[src/rtl/bc_rx_ram_writer.sv]
// 1553 receive-word writer: packs decoded words into a circular message RAM.
// Each message is a header entry followed by its data entries; the header is
// written last so the consumer only ever sees complete messages through
// COMMIT_PTR.
module bc_rx_ram_writer #(
  parameter int MAX_WORDS = 33
) (
  input  logic        CLK,
  input  logic        RESET,
  input  logic        RX_VALID,
  input  logic [15:0] RX_WORD,
  input  logic        RX_SYNC,
  input  logic        RX_PERR,
  input  logic        RX_MERR,
  input  logic        RX_MSG_END,
  output logic        RX_READY,
  input  logic [9:0]  RD_PTR,
  output logic [9:0]  A_ADDR,
  output logic [39:0] A_DIN,
  output logic        A_WEN,
  output logic [3:0]  A_WBYTE_EN,
  output logic        A_REN,
  output logic [9:0]  COMMIT_PTR,
  output logic        MSG_DONE,
  output logic        OVERFLOW,
  output logic [7:0]  DROP_CNT
);

  typedef enum logic [2:0] {IDLE, DATA, HEADER, COMMIT, DROP} state_t;

  localparam logic [5:0] MAXW = 6'(MAX_WORDS);

  state_t      state, state_n;
  logic [9:0]  wr_ptr, wr_n, hdr_addr, hdr_n, commit_n;
  logic [7:0]  seq, seq_n, drop_n;
  logic [5:0]  cnt, cnt_n;
  logic        trunc, trunc_n, any_p, any_p_n, any_m, any_m_n;
  logic        ovf_n, done_n, wen_n, ready_n;
  logic [9:0]  addr_n;
  logic [39:0] din_n, data_ent;
  logic        acc, room1, room2;
  logic [7:0]  drop_inc;

  assign acc      = RX_VALID && RX_READY;
  assign data_ent = {2'b01, 18'd0, RX_SYNC, RX_MERR, RX_PERR, 1'b0, RX_WORD};
  // One slot stays empty so wr_ptr == RD_PTR always means "empty".
  assign room1    = (wr_ptr + 10'd1) != RD_PTR;
  assign room2    = room1 && ((wr_ptr + 10'd2) != RD_PTR);
  assign drop_inc = (DROP_CNT == 8'hFF) ? DROP_CNT : DROP_CNT + 8'd1;

  assign A_WBYTE_EN = A_WEN ? 4'hF : 4'h0;
  assign A_REN      = 1'b0;

  // Next-state, pointer bookkeeping and RAM write request.
  always_comb begin
    state_n  = state;
    wr_n     = wr_ptr;
    hdr_n    = hdr_addr;
    commit_n = COMMIT_PTR;
    seq_n    = seq;
    cnt_n    = cnt;
    trunc_n  = trunc;
    any_p_n  = any_p;
    any_m_n  = any_m;
    ovf_n    = OVERFLOW;
    drop_n   = DROP_CNT;
    done_n   = 1'b0;
    wen_n    = 1'b0;
    addr_n   = A_ADDR;
    din_n    = A_DIN;
    unique case (state)
      IDLE: if (acc) begin
        if (room2) begin
          hdr_n   = wr_ptr;
          wen_n   = 1'b1;
          addr_n  = wr_ptr + 10'd1;
          din_n   = data_ent;
          wr_n    = wr_ptr + 10'd2;
          cnt_n   = 6'd1;
          trunc_n = 1'b0;
          any_p_n = RX_PERR;
          any_m_n = RX_MERR;
          state_n = RX_MSG_END ? HEADER : DATA;
        end else begin
          ovf_n   = 1'b1;
          drop_n  = drop_inc;
          state_n = RX_MSG_END ? IDLE : DROP;
        end
      end
      DATA: if (acc) begin
        if (cnt >= MAXW) begin
          // Over-length words are flagged, never stored.
          trunc_n = 1'b1;
          any_p_n = any_p | RX_PERR;
          any_m_n = any_m | RX_MERR;
          if (RX_MSG_END) state_n = HEADER;
        end else if (room1) begin
          wen_n   = 1'b1;
          addr_n  = wr_ptr;
          din_n   = data_ent;
          wr_n    = wr_ptr + 10'd1;
          cnt_n   = cnt + 6'd1;
          any_p_n = any_p | RX_PERR;
          any_m_n = any_m | RX_MERR;
          if (RX_MSG_END) state_n = HEADER;
        end else begin
          // Rewind over the partial message; it was never committed.
          wr_n    = hdr_addr;
          ovf_n   = 1'b1;
          drop_n  = drop_inc;
          state_n = RX_MSG_END ? IDLE : DROP;
        end
      end
      HEADER: begin
        wen_n   = 1'b1;
        addr_n  = hdr_addr;
        din_n   = {2'b11, cnt, seq, 5'd0, trunc, any_m, any_p, 16'd0};
        state_n = COMMIT;
      end
      COMMIT: begin
        commit_n = wr_ptr;
        done_n   = 1'b1;
        seq_n    = seq + 8'd1;
        state_n  = IDLE;
      end
      DROP: if (acc && RX_MSG_END) state_n = IDLE;
      default: state_n = IDLE;
    endcase
    ready_n = (state_n != HEADER) && (state_n != COMMIT);
  end

  // State and output registers; reset drops any message in progress.
  always_ff @(posedge CLK) begin
    if (RESET) begin
      state      <= IDLE;
      wr_ptr     <= '0;
      hdr_addr   <= '0;
      COMMIT_PTR <= '0;
      seq        <= '0;
      cnt        <= '0;
      trunc      <= 1'b0;
      any_p      <= 1'b0;
      any_m      <= 1'b0;
      OVERFLOW   <= 1'b0;
      DROP_CNT   <= '0;
      MSG_DONE   <= 1'b0;
      A_WEN      <= 1'b0;
      A_ADDR     <= '0;
      A_DIN      <= '0;
      RX_READY   <= 1'b0;
    end else begin
      state      <= state_n;
      wr_ptr     <= wr_n;
      hdr_addr   <= hdr_n;
      COMMIT_PTR <= commit_n;
      seq        <= seq_n;
      cnt        <= cnt_n;
      trunc      <= trunc_n;
      any_p      <= any_p_n;
      any_m      <= any_m_n;
      OVERFLOW   <= ovf_n;
      DROP_CNT   <= drop_n;
      MSG_DONE   <= done_n;
      A_WEN      <= wen_n;
      A_ADDR     <= addr_n;
      A_DIN      <= din_n;
      RX_READY   <= ready_n;
    end
  end

endmodule

[config.mk]
export PLATFORM = sky130hd
export DESIGN_NAME = bc_rx_ram_writer
export DESIGN_NICKNAME = d
export VERILOG_FILES = /design/src/rtl/bc_rx_ram_writer.sv
export SDC_FILE = /design/constraint.sdc
export NUM_CORES = 1
export LEC_CHECK = 0
export BUFFER_PORTS_ARGS = -buffer_cell sky130_fd_sc_hd__clkbuf_2
export CORE_MARGIN = 4
export CORE_UTILIZATION = 25
export DETAILED_ROUTE_END_ITERATION = 12
export PLACE_DENSITY_LB_ADDON = 0.1
export SETUP_SLACK_MARGIN = 0.15
export SLEW_MARGIN = 30
export SYNTH_ARGS = -nofsm -noshare
export SYNTH_HDL_FRONTEND = slang
export SYNTH_SLANG_ARGS = --single-unit
[constraint.sdc]
create_clock -name CLK -period 4.2 [get_ports CLK]
set_clock_uncertainty 0.2 [all_clocks]
set_input_delay 0.63 -clock CLK [delete_from_list [all_inputs] [get_ports CLK]]
set_output_delay 0.63 -clock CLK [all_outputs]
set_load 0.1 [all_outputs]
Yosys cells after proc, flatten, opt, wreduce, memory -nomap -nowiden
Cells that the tools add are included.
{ "classes": {"addsub": 5, "magnitude_cmp": 1, "n_eq_ne": 18, "n_mux": 72, "bitwise_logic": 2, "n_reduce_logical": 14} }
{ "op_table": {"columns": ["cell", "count"], "rows": [
  ["2-to-1 mux 40 bit", 5],
  ["one-hot mux 40 bit (3 select lines)", 1],
  ["2-to-1 mux 10 bit", 10],
  ["2-to-1 mux 8 bit", 6],
  ["2-to-1 mux 6 bit", 5],
  ["one-hot mux 10 bit (3 select lines)", 1],
  ["2-to-1 mux 1 bit", 25],
  ["2-to-1 mux 3 bit", 8],
  ["!= test 10 bit", 2],
  ["one-hot mux 10 bit (2 select lines)", 1],
  ["AND reduction 6 bit", 3],
  ["adder 8 x 1 -> 8 bit (second input constant)", 2],
  ["!= test 2 bit (second input constant)", 8],
  ["one-hot mux 8 bit (2 select lines)", 1],
  ["AND reduction 5 bit", 3],
  ["one-hot mux 3 bit (4 select lines)", 1],
  ["one-hot mux 6 bit (2 select lines)", 1],
  ["adder 10 x 1 -> 10 bit (second input constant)", 1],
  ["adder 10 x 2 -> 10 bit (second input constant)", 1],
  ["== test 8 bit (second input constant)", 1],
  ["one-hot mux 1 bit (2 select lines)", 4],
  ["adder 6 x 1 -> 6 bit (second input constant)", 1],
  ["== test 3 x 2 -> 1 bit (second input constant)", 2],
  [">= comparator 6 bit (second input constant)", 1],
  ["other kinds (13)", 18]
]} }
{ "word_totals": {"reg_bits": 112, "input_bits": 33, "output_inout_bits": 77} }

Logic depth before layout (Yosys ltp)
{ "logic_depth": {"depth_word": 8, "depth_mapped": 11, "mapped_depth_nobuf": 10} }

Least setup slack after synthesis
OpenSTA, ideal clock, no wires.
{ "synth_timing": {"kind": "reg-to-reg", "startpoint": "register wr_ptr[0]", "endpoint": "register DROP_CNT[6]", "arrival_ps": 2754, "setup_slack_ps": 1125, "stages_incl_launch_ff": 11, "synth_period_minus_slack_ps": 3075, "path_cell_list": "dfxtp_1 -> ha_1 -> xnor2_1 -> nand2_1 -> or3_4 -> a2111oi_4 -> nand2_1 -> o211a_1 -> buf_6 -> nor4b_2 -> mux2_2"} }
{ "synth_between": {"elab_chain_cells": 5} }
{ "synth_rtl": {"columns": ["element", "line_no", "text"], "rows": [
  ["start, declared", "34", "logic [9:0] wr_ptr, wr_n, hdr_addr, hdr_n, commit_n;"],
  ["start signal, assigned", "153", "wr_ptr <= wr_n;"],
  ["adder 10 x 1 -> 10 bit or adder 10 x 2 -> 10 bit (tied branches)", "47, 48", null],
  ["!= test 10 bit (on tied branches)", "47, 48", null],
  ["logical AND 1 bit", "48", "assign room2 = room1 && ((wr_ptr + 10'd2) != RD_PTR);"],
  ["!= test 2 bit (no source line)", null, null],
  ["AND reduction 6 bit (no source line) (*)", null, null],
  ["end signal, assigned", "162", "DROP_CNT <= drop_n;"],
  ["end, declared", "26", "output logic [7:0] DROP_CNT"]
]} }
Every way passes the cells marked *; elsewhere a longest branch is shown, timed or not.
A chain may end at the register's enable or synchronous reset.

Worst setup path in the final report
{ "layout_timing": {"startpoint": "register wr_ptr[2]", "endpoint": "register DROP_CNT[3]"} }
Same word-level chain as after synthesis.

==> summary.md <==
| Metric | Value |
|---|---|
| Result of the run | finished clean |
| Final weighted congestion of routability-driven global placement | 0.831 |
| Netlist area before placement | 5280 um^2 |
| Setup Fix Bufs, Post-CTS | 0 |
| Worst skew pair latency | roughly 0.36 ns |
| Count of buffer and inverter cells on the critical path | 0 |
| Time the worst path needs with I/O delays and setup | 3.68 ns |
| Type of the setup path with the least slack | reg -> reg |
| Detailed router's first-iteration violation count | 276 |
| Critical-path maximum fanout | 13 |
| FFs w/ async S/R, synth | 0% |
| Slew headroom | 40.2% |
| Post-synthesis register bit count | 108 |
| CTS tree | built |
| Worst hold margin | 0.252 ns |
| RSZ-0062 raised after global routing | no |
| TritonCTS buffer count | 9 |
| Reg clk slew, reported paths | 0.08 ns |
| Aggregate global-route resource usage | between 10 and 15% |
| Most frequent cell on the critical path | sky130_fd_sc_hd__nand2_1 |
| Die area | 23500 um^2 |
| Congestion Overflow GR | 0 |
| Number of antenna violations at the first check in global routing | 0 |
| Number of sinks on the clock net | 108 |
| Die X-Extent | 153 um |
| Cell count after synthesis | 626 |
| Synthesized area divided by synthesized cell count | 8.43 um^2 |
| Number of fill cells | ~2200 |
| Ports | 110 |
| Routed wire length | 16700 um |
| Final TNS setup | 0 ns |
| Worst-case vdd ir drop | 0.201 mV |
| Number of max-slew violations in the final report | 0 |
| Final worst path period share | 87.7% |
| H-tree Lvls | 3 |
| Number of rows created at floorplan | between 50 and 60 |
| Clock tree root driver cell | sky130_fd_sc_hd__clkbuf_16 |
| Post-DP HPWL | 12100 um |
| Starting density of the core | about a quarter |
| Sequential element share of the synthesized area | 41.0% |
| Total iterations of the first detailed-routing run | 5 |
| Count of final hold-check violations | 0 |
| Via count | a little under 5000 |
| Leakage power of the design | between 0.002 and 0.0025 uW |
| Hold Crit Class | reg -> reg |
| Transition at the pin with the smallest max-transition slack | 0.890 ns |
| Hold bufs inserted after CTS | 0 |
| Number of maximum-capacitance constraint violations | 0 |
| Routed Antenna Nets | 0 |
| Required time at the endpoint of the critical path | ~4.3 ns |
| CP Capture Type | flop |
| Height of the die | 153 um |
| Cell-by-cell listing of the critical path | ha_1, nand2_1, xnor2_1, or3_4, a2111oi_4, nand2_1, o211a_1, or4_1, a21oi_1 |
| Critical path data arrival time | approximately 3.8 ns |
| Count of input and output buffers | 104 |
| Area growth from synthesis to final layout | 20.0% |
| Clock buffer depth | 2 |
| Fraction of layout cells with a size suffix above 1 | 22.0% |
| Placement Setup Slack | ~0.55 ns |
| Core outline area | 20500 um^2 |
| Master of the slowest instance on the critical path | sky130_fd_sc_hd__or4_1 |
| Antenna diodes | 0 |
| Total power per unit cell area | 418 nW/um^2 |
| Most area-consuming cells after synthesis | sky130_fd_sc_hd__dfxtp_1, sky130_fd_sc_hd__a22o_1, sky130_fd_sc_hd__nand2_1 |
| Resized Gates After CTS | 0 |
| Nets | around 750 |
| Cell accounting for the most synthesized area | sky130_fd_sc_hd__dfxtp_1 |
| Setup slack after layout | 0.516 ns |
| Number of vias per cell | 5.03 |
| Pin count of the biggest net entering global routing | 41 |
| Final setup violation count | 0 |
| Type of element launching the critical path | flop |
| Mean routed wirelength per cell | 17.0 um |
| Delay of the slowest critical-path stage | 0.56 ns |
| Upper clock frequency limit | 271 MHz |
| Number of global-route vias before repair | 4751 |
| Total number of yosys warnings | 0 |
| DRC errors left | 0 |
| Share of Yosys cell area claimed by the top area cell type | 41.0% |
| Leading register cell type out of synthesis | sky130_fd_sc_hd__dfxtp_1 |
| Number of enable flip-flop cells after synthesis | 0 |
| Global-route wire length before repair | roughly 27000 um |
| Unique cell type count in the Yosys netlist | 71 |
| Kind of cell adding the most delay to the critical path | simple AND/OR/NAND/NOR gates |
-- layout make-up --
type	instances	area [um^2]	area share (%)
timing repair buffer	120	641	10.1
multi-input combinational	459	2840	44.9
sequential	108	2160	34.2
tap	270	338	5.34
inverter	11	41.3	0.652
clock buffer	9	225	3.56
clock inverter	7	80.1	1.26
-- synthesized netlist by cell type, drive strengths merged (9+ instances only) --
cell,count
inv,10
nor2,69
nand2,71
a211oi,12
dfxtp,108
o21ai,27
a31oi,9
xor2,11
nand4,9
mux2i,15
nand3,23
buf,29
xnor2,15
a21oi,47
nor3,12
a22o,31
clkbuf,23
-- final timing paths --
path | from | slack [ns] | cells after the start | endpoint
min reg2reg | OVERFLOW | 0.25 | 2 | OVERFLOW
min | OVERFLOW | 0.25 | 2 | OVERFLOW
max | wr_ptr[2] | 0.52 | 9 | DROP_CNT[3]
max reg2reg | wr_ptr[2] | 0.52 | 9 | DROP_CNT[3]
-- per-stage QoR --
step	utilization, %	std cells	power [uW]	cell area (um^2)
after global routing	30.9	984	2770	6330
after CTS	30.9	984	2690	6330
after floorplan	-	630	1660	5290
after detailed placement	29.4	968	1800	6030
final	30.9	984	2650	6330
after global placement	29.4	968	1800	6020
-- state kept, by name (all words and copies together), names as in the netlist, 3 cells and up --
signal,flops
A_DIN,36
A_ADDR,10
COMMIT_PTR,10
hdr_addr,10
wr_ptr,10
DROP_CNT,8
seq,8
cnt,6
state,3
-- power breakdown --
| group | total [uW] | internal, uW | switching [uW] | leakage (uW) |
|---|---|---|---|---|
| Combinational | 669 | 135 | 534 | 0.00142 |
| Clock | 872 | 425 | 447 | 0.000146 |
| Sequential | 1110 | 1070 | 38.0 | 0.000875 |
| Total | 2650 | 1630 | 1020 | 0.00244 |
-- per-layer routing --
| metal | vias up | share of wire, % | wire length [um] | GRT usage, % |
|---|---|---|---|---|
| met3 | 21 | 5.3 | 882 | 2.83 |
| met4 | 0 | 1.8 | 297 | 5.05 |
| met2 | 125 | 47 | 7780 | 22.9 |
| met5 | - | 0 | 0 | 0 |
| li1 | 2425 | - | - | - |
| met1 | 2380 | 46 | 7750 | 18.5 |
-- cell usage in the layout, fill, tap and decap left out, types with 3 or more instances in the layout --
cell type                     n
sky130_fd_sc_hd__a31o_2       4
sky130_fd_sc_hd__and3_1       7
sky130_fd_sc_hd__nor3_1      11
sky130_fd_sc_hd__nand2b_1     6
sky130_fd_sc_hd__a22o_1      31
sky130_fd_sc_hd__a21oi_1     47
sky130_fd_sc_hd__o31ai_1      4
sky130_fd_sc_hd__clkbuf_16    9
sky130_fd_sc_hd__nor2_1      66
sky130_fd_sc_hd__and4_1       3
sky130_fd_sc_hd__inv_1       10
sky130_fd_sc_hd__ha_1         7
sky130_fd_sc_hd__o32a_1       3
sky130_fd_sc_hd__conb_1       5
sky130_fd_sc_hd__a221oi_1     3
sky130_fd_sc_hd__a22oi_1      3
sky130_fd_sc_hd__nor2_2       3
sky130_fd_sc_hd__mux2_2       3
sky130_fd_sc_hd__mux2i_1     15
sky130_fd_sc_hd__nor2b_1      6
sky130_fd_sc_hd__a31oi_1      9
sky130_fd_sc_hd__or2_2        3
sky130_fd_sc_hd__buf_4       16
sky130_fd_sc_hd__nand2_1     71
sky130_fd_sc_hd__a311oi_1     3
sky130_fd_sc_hd__nand3_1     22
sky130_fd_sc_hd__o32ai_1      4
sky130_fd_sc_hd__clkbuf_2   104
sky130_fd_sc_hd__or3_1        5
sky130_fd_sc_hd__dfxtp_1    108
sky130_fd_sc_hd__o22ai_1      3
sky130_fd_sc_hd__o21ai_0     25
sky130_fd_sc_hd__xor2_1      11
sky130_fd_sc_hd__nand4_1      8
sky130_fd_sc_hd__a211oi_1    12
sky130_fd_sc_hd__xnor2_1     15
sky130_fd_sc_hd__or4_1        3
-- logic make-up after synthesis --
kind of cell | after synthesis | share of synthesized area, %
mux | 18 | 3.48
flops | 108 | 41.0
other cells | 1 | 0.0711
simple gates | 230 | 20.8
compound gates | 173 | 23.1
fa+ha+maj | 7 | 1.66
buf+inv | 63 | 5.62
xor+xnor | 26 | 4.31
-- worst reg2reg max path: cells and delay by family (launching register included) --
| kind | cells | cell delay, ns |
|---|---|---|
| AND/OR/NAND/NOR | 4 | 1.22 |
| AO/OA/AOI/OAI | 3 | 1.09 |
| adder cells (fa/ha/maj) | 1 | 0.41 |
| XOR/XNOR | 1 | 0.17 |
| flip-flops | 1 | 0.53 |
Power figures use the tool's default switching activity.
